$ cat src/rtl/tetris_pkg.sv
// Shared types for the piece-movement path: move codes, sequencer states,
// piece state codes and the 5x5 frame type.
package tetris_pkg;

  typedef enum logic [2:0] {
    NONE  = 3'd0,
    RIGHT = 3'd1,
    LEFT  = 3'd2,
    ROR   = 3'd3,
    ROL   = 3'd4,
    DOWN  = 3'd5
  } move_t;

  typedef enum logic [1:0] {
    IDLE   = 2'd0,
    ACTIVE = 2'd1,
    EXEC   = 2'd2,
    LAND   = 2'd3
  } seq_state_t;

  typedef logic [4:0][4:0][2:0] frame_t;

  localparam frame_t FRAME_EMPTY = 75'd0;

  localparam logic [4:0] A1 = 5'd0;
  localparam logic [4:0] A2 = 5'd1;
  localparam logic [4:0] A3 = 5'd2;
  localparam logic [4:0] A4 = 5'd3;
  localparam logic [4:0] B1 = 5'd4;
  localparam logic [4:0] B2 = 5'd5;
  localparam logic [4:0] C1 = 5'd6;
  localparam logic [4:0] C2 = 5'd7;
  localparam logic [4:0] C3 = 5'd8;
  localparam logic [4:0] C4 = 5'd9;
  localparam logic [4:0] D1 = 5'd10;

  // Bit positions of the sticky pending vector.
  localparam int P_RIGHT = 0;
  localparam int P_LEFT  = 1;
  localparam int P_ROR   = 2;
  localparam int P_ROL   = 3;
  localparam int P_DOWN  = 4;

  function automatic move_t pick_move(input logic [4:0] p);
    move_t m;
    m = NONE;
    if (p[P_DOWN]) m = DOWN;
    else if (p[P_ROR]) m = ROR;
    else if (p[P_ROL]) m = ROL;
    else if (p[P_RIGHT]) m = RIGHT;
    else if (p[P_LEFT]) m = LEFT;
    else m = NONE;
    return m;
  endfunction

  function automatic logic [4:0] move_mask(input move_t m);
    logic [4:0] k;
    case (m)
      RIGHT:   k = 5'b00001;
      LEFT:    k = 5'b00010;
      ROR:     k = 5'b00100;
      ROL:     k = 5'b01000;
      DOWN:    k = 5'b10000;
      default: k = 5'b00000;
    endcase
    return k;
  endfunction

endpackage

$ cat src/rtl/btn_sync_edge.sv
// Two-flop synchronizer for a raw button followed by a one-cycle
// rising-edge pulse in the clk domain.
module btn_sync_edge (
  input  logic clk,
  input  logic rst,
  input  logic btn,
  output logic pulse
);

  logic meta;
  logic sync;
  logic prev;

  // Synchronizer chain plus the delayed copy used for edge detection.
  always_ff @(posedge clk or posedge rst) begin
    if (rst) begin
      meta <= 1'b0;
      sync <= 1'b0;
      prev <= 1'b0;
    end else begin
      meta <= btn;
      sync <= meta;
      prev <= sync;
    end
  end

  assign pulse = sync & ~prev;

endmodule

$ cat src/rtl/move_sequencer.sv
// Drives the combinational frame tracker: holds the live frame and piece,
// issues one queued move per command cycle and reports landing.
module move_sequencer
  import tetris_pkg::*;
#(
  parameter int GRAVITY_TICKS = 25_000_000,
  parameter int SOFT_TICKS    = 2_500_000,
  parameter int CNT_W         = 25
) (
  input  logic                 clk,
  input  logic                 rst,
  input  logic                 spawn_valid,
  input  logic [4:0]           spawn_state,
  input  logic [4:0][4:0][2:0] spawn_frame,
  input  logic [2:0]           spawn_color,
  output logic                 spawn_ready,
  input  logic                 btn_right,
  input  logic                 btn_left,
  input  logic                 btn_ror,
  input  logic                 btn_rol,
  input  logic                 soft_drop,
  output move_t                move_o,
  output logic [4:0]           state_o,
  output logic [2:0]           color_o,
  output logic [4:0][4:0][2:0] frame_q,
  input  logic [4:0][4:0][2:0] trk_frame,
  input  logic                 trk_complete,
  output logic                 landed
);

  seq_state_t state;
  seq_state_t state_nxt;
  logic [4:0] pend;
  logic [4:0] pend_nxt;
  logic [4:0] cand;
  logic [CNT_W-1:0] cnt;
  logic [CNT_W-1:0] cnt_nxt;
  logic [CNT_W-1:0] limit;
  logic running;
  logic fire;
  logic pulse_right;
  logic pulse_left;
  logic pulse_ror;
  logic pulse_rol;
  move_t pick;
  move_t move_nxt;
  frame_t frame_nxt;
  logic [4:0] st_nxt;
  logic [2:0] col_nxt;
  logic landed_nxt;

  btn_sync_edge u_sync_right (.clk(clk), .rst(rst), .btn(btn_right), .pulse(pulse_right));
  btn_sync_edge u_sync_left  (.clk(clk), .rst(rst), .btn(btn_left),  .pulse(pulse_left));
  btn_sync_edge u_sync_ror   (.clk(clk), .rst(rst), .btn(btn_ror),   .pulse(pulse_ror));
  btn_sync_edge u_sync_rol   (.clk(clk), .rst(rst), .btn(btn_rol),   .pulse(pulse_rol));

  assign limit   = soft_drop ? CNT_W'(SOFT_TICKS) : CNT_W'(GRAVITY_TICKS);
  assign running = (state == ACTIVE) || (state == EXEC);
  // >= so that switching to the shorter soft period fires at once when overdue.
  assign fire    = running && (cnt >= (limit - CNT_W'(1)));
  assign cand    = pend | {fire, pulse_rol, pulse_ror, pulse_left, pulse_right};

  assign spawn_ready = (state == IDLE);

  // Next-state, pending-set and output computation.
  always_comb begin
    state_nxt  = state;
    pend_nxt   = pend;
    cnt_nxt    = cnt;
    move_nxt   = NONE;
    frame_nxt  = frame_q;
    st_nxt     = state_o;
    col_nxt    = color_o;
    landed_nxt = 1'b0;
    pick       = NONE;

    if (running) begin
      cnt_nxt = fire ? {CNT_W{1'b0}} : (cnt + CNT_W'(1));
    end else begin
      cnt_nxt = cnt;
    end

    case (state)
      IDLE: begin
        if (spawn_valid) begin
          frame_nxt = spawn_frame;
          st_nxt    = spawn_state;
          col_nxt   = spawn_color;
          pend_nxt  = 5'b00000;
          cnt_nxt   = {CNT_W{1'b0}};
          state_nxt = ACTIVE;
        end else begin
          pend_nxt  = 5'b00000;
        end
      end
      ACTIVE: begin
        pick = pick_move(cand);
        if (pick != NONE) begin
          move_nxt  = pick;
          pend_nxt  = cand & ~move_mask(pick);
          state_nxt = EXEC;
        end else begin
          pend_nxt  = cand;
        end
      end
      EXEC: begin
        pend_nxt  = cand;
        state_nxt = ACTIVE;
        if (trk_complete) begin
          frame_nxt = trk_frame;
        end else if (move_o == DOWN) begin
          state_nxt  = LAND;
          landed_nxt = 1'b1;
        end else begin
          frame_nxt = frame_q;
        end
      end
      LAND: begin
        pend_nxt  = 5'b00000;
        state_nxt = IDLE;
      end
      default: begin
        pend_nxt  = 5'b00000;
        state_nxt = IDLE;
      end
    endcase
  end

  // State, pending bits, gravity counter and registered outputs.
  always_ff @(posedge clk or posedge rst) begin
    if (rst) begin
      state   <= IDLE;
      pend    <= 5'b00000;
      cnt     <= {CNT_W{1'b0}};
      move_o  <= NONE;
      frame_q <= FRAME_EMPTY;
      state_o <= 5'd0;
      color_o <= 3'd0;
      landed  <= 1'b0;
    end else begin
      state   <= state_nxt;
      pend    <= pend_nxt;
      cnt     <= cnt_nxt;
      move_o  <= move_nxt;
      frame_q <= frame_nxt;
      state_o <= st_nxt;
      color_o <= col_nxt;
      landed  <= landed_nxt;
    end
  end

endmodule

$ cat config.mk
export PLATFORM = sky130hd
export DESIGN_NAME = move_sequencer
export DESIGN_NICKNAME = d
export VERILOG_FILES = /design/src/rtl/tetris_pkg.sv /design/src/rtl/btn_sync_edge.sv /design/src/rtl/move_sequencer.sv
export SDC_FILE = /design/constraint.sdc
export NUM_CORES = 1
export LEC_CHECK = 0
export ABC_AREA = 1
export ABC_CLOCK_PERIOD_IN_PS = 5800
export CELL_PAD_IN_SITES_DETAIL_PLACEMENT = 0
export CELL_PAD_IN_SITES_GLOBAL_PLACEMENT = 1
export CORE_ASPECT_RATIO = 1.1
export CORE_UTILIZATION = 33
export DETAILED_ROUTE_END_ITERATION = 6
export PLACE_DENSITY = 0.9
export SLEW_MARGIN = 20
export SYNTH_ARGS = -nofsm -noshare
export SYNTH_HDL_FRONTEND = slang
export SYNTH_HIERARCHICAL = 1
export SYNTH_SLANG_ARGS = --single-unit
$ cat constraint.sdc
create_clock -name clk -period 5.8 [get_ports clk]
set_input_delay 0.87 -clock clk [delete_from_list [all_inputs] [get_ports clk]]
set_output_delay 0.87 -clock clk [all_outputs]
set_load 0.02 [all_outputs]
==> flow_summary_export.csv <==
group,metric,value,unit
critical_path,crit_required,6.15,ns
clock_tree,cts_tree,"built",
critical_path,cpPeakStageDelay,0.71,ns
clock_tree,cts.sinks,131,
global_route,grt_max_degree,105,
critical_path,crit_chain,"clkdlybuf4s50_1 > inv_1 > ha_1 > nand2_1 > nand2_1 > nand2_1 > nand2_1 > a21oi_1 > nand2_1 > nand2_1 > nand2_2 > nand2_4 > nand2_2 > a21oi_1 > o21a_1",
clock_tree,clock_latency,0.42,ns
yosys,netlist.area_leader.share,51.8,%
yosys,yosys_register_bits,131,
critical_path,worstPathMaxFanout,22,
timing,slew_headroom,42.0,%
flow_run,cap_violations,0,
critical_path,path_delay_family,"buffers and inverters",
timing,period_needed,3.03,ns
power_and_ir_drop,ir_worst_vdd,367,uV
detailed_routing,antenna_left,0,
yosys,synth.area.top_cells,"dfrtp_1, nand2_1, a31oi_1, nor2_1, ha_1",
detailed_routing,wire_per_inst,15.6,um
critical_path,cp-end-kind,"flip-flop",
yosys,netlist_area,6330,um2
critical_path,cp_slowest_cell,"clkdlybuf4s50_1",
clock_tree,post_cts_buffers,0,
timing,totalNegativeSetupSlack,0,ns
clock_tree,path_clk_slew,0.06,ns
yosys,ys_warn_count,6,
finish,nFillCells,1798,
timing,finalSetupViolations,0,
floorplanning,core,18600,um2
critical_path,cp.arrival,3.38,ns
clock_tree,cts_htree_levels,4,
clock_tree,clock_path_buffers,2,
yosys,yosys.area.top_type,"dfrtp_1",
place,placedCellCount,1234,
power_and_ir_drop,finalPower,4.99,mW
timing,fin_skew,0.0113,ns
clock_tree,cts_hold_buf,0,
global_route,grt_antenna_before_repair,4,
outcome,status,"complete, no violations",
detailed_routing,first_pass_iters,5,
timing,clock.fmax,330,MHz
clock_tree,cts_root_buf,"clkbuf_16",
timing,worstMarginPinSlew,0.870,ns
floorplanning,initial_core_util,34.0,%
floorplanning,die_w,134,um
floorplanning,rows,52,
floorplanning,ios,255,
clock_tree,cts_made_buffers,17,
place,gp_congestion,0.873,
global_route,grt_pass1_wl,31.3,mm
critical_path,crit_top_cell,"nand2_1",
critical_path,start_kind,"primary input",
yosys,syn_avg_cell_area,8.22,um2
power_and_ir_drop,pwr_density_cell,513,nW/um2
yosys,ys_types,34,
yosys,synth_fp_nets,954,
timing,hold_viol_final,0,
yosys,synth.yosys.seq_area_share,51.8,%
critical_path,crit_buf_inv,2,
power_and_ir_drop,power_leakage,4.29,nW
critical_path,critical_path_class,"in2reg",
finish,drive_gt1_share,7.13,%
finish,layout.cells.non_filler,1269,
clock_tree,cts_resized,0,
detailed_routing,drc,0,
global_route,track_usage,20.8,%
timing,rsz0062_at_grt,"false",
finish,nets,1195,
finish,syn2layout_area_growth,53.7,%
detailed_routing,drtIter0Drc,222,
place,portBuffers,254,
detailed_routing,via_per_inst,4.70,
detailed_routing,vias,5958,
timing,drv_slew,0,
global_route,grt_pass1_vias,5908,
timing,period_share,52.2,%
floorplanning,chipHeight,147,um
hold_path,hp-class,"reg2reg",
global_route,grt-ovfl-total,0,
detailed_routing,drt_wl_total,19.8,mm
place,dp_hpwl,14.4,mm
floorplanning,dieArea,19700,um2
yosys,syn_inst,770,
==> registers in the layout, summed over array words and instances, names as in the netlist <==
signal	count
frame_q	75
cnt	25
pend	5
state_o	5
color_o	3
move_o	3
state	2
landed	1
u_sync_left/meta	1
u_sync_left/prev	1
u_sync_left/sync	1
u_sync_right/meta	1
u_sync_right/prev	1
u_sync_right/sync	1
u_sync_rol/meta	1
u_sync_rol/prev	1
u_sync_rol/sync	1
u_sync_ror/meta	1
u_sync_ror/prev	1
u_sync_ror/sync	1
==> metrics by stage <==
step / hold slack, ns / util, % / worst slack (ns) / cell area, um2
after global routing: 0.356 / 52.3 / 2.52 / 9730
after detailed placement: 0.337 / 48.7 / 2.31 / 9070
after global placement: 0.335 / 48.7 / 2.37 / 9070
after CTS: 0.350 / 52.2 / 2.72 / 9710
after floorplan: 0.331 / - / 1.77 / 6330
final: 0.350 / 52.3 / 2.77 / 9730
==> placed cells by master (no fill, tap or decap), types with 5 or more instances in the layout <==
master and count:
nor2_2 7, ha_1 16, dfrtp_1 131, nand3_1 14, a21oi_1 13, o21ai_0 7
clkbuf_16 17, nand2_1 235, bufinv_16 5, inv_1 48, inv_2 9, nor2_4 6
nor2_1 117, a31oi_1 76, nor3_1 12, clkdlybuf4s50_1 254, xor2_1 5
==> synthesized netlist by cell type <==
cell type and n:
dfrtp_1 131, nor4_1 2, nor2_1 117, nand3_1 14, o21a_1 2, buf_6 1, nand4_4 1, buf_2 14
inv_1 49, nor3b_1 1, nor3_1 12, a221oi_1 1, nand2_1 235, clkinv_1 1, ha_1 17, o21ai_0 7
nand2_4 1, nand3_2 4, clkbuf_1 22, and3_1 2, and2_1 2, nand4_1 4, xnor2_1 3, nor3b_2 1
nand2_2 4, nor3_2 2, nor2_2 8, inv_2 9, xor2_1 5, or2_2 1, a31oi_1 76, a21oi_1 13
a211oi_1 3, nor2_4 5
==> worst register-to-register path, cell delays in order (launching register included) <==
cell	delay, ns
dfrtp_1	0.37
inv_1	0.09
ha_2	0.19
buf_4	0.35
inv_2	0.15
nor2_1	0.05
inv_1	0.09
nand2_1	0.09
nor2_4	0.32
buf_12	0.41
nor2_1	0.11
a31oi_1	0.16
==> report_power, final <==
part | switching (mW) | internal, mW | total [mW]
clock network | 0.408 | 0.762 | 1.17
logic | 1.37 | 1.00 | 2.37
registers | 0.185 | 1.26 | 1.45
==> per-layer routing <==
layer / GRT usage (%) / wire, um / vias to the layer above
met2: 33.9 / 9650 / 192
met1: 24.9 / 7910 / 2758
li1: - / - / 2973
met3: 8.35 / 1790 / 31
met5: 0 / 27 / -
met4: 6.63 / 372 / 4
==> final timing paths <==
check                                          start                          to  slack (ns)  cells after the start
max                                        soft_drop           cnt[22]$_DFF_PP0_        2.77                     15
max in group asynchronous                        rst     frame_q[26]$_DFFE_PP0P_        3.43                      3
min in group asynchronous                        rst  u_sync_left/meta$_DFF_PP0_        0.80                      2
min                        u_sync_rol/meta$_DFF_PP0_   u_sync_rol/sync$_DFF_PP0_        0.35                      0
min reg2reg                u_sync_rol/meta$_DFF_PP0_   u_sync_rol/sync$_DFF_PP0_        0.35                      0
max reg2reg                     state[0]$_DFFE_PP0P_     frame_q[61]$_DFFE_PP0P_        3.35                     11
==> logic make-up after synthesis <==
group / Yosys count / share of synthesized area (%)
compound gates: 102 / 9.82
fa+ha+maj: 17 / 3.36
flops: 131 / 51.8
xor+xnor: 8 / 1.11
buf+inv: 96 / 6.09
simple gates: 416 / 27.9
==> final cells by class <==
cell class / instances / area, um2 / share of cell area, %
Antenna cell: 2 / 5.00 / 0.0514
Clock buffer: 19 / 433 / 4.45
Clock inverter: 13 / 208 / 2.13
Inverter: 59 / 224 / 2.30
Multi-Input combinational cell: 543 / 2680 / 27.5
Sequential cell: 131 / 3280 / 33.7
Tap cell: 243 / 304 / 3.12
Timing Repair Buffer: 259 / 2610 / 26.8
No activity file was read; power rests on OpenSTA's default activity.
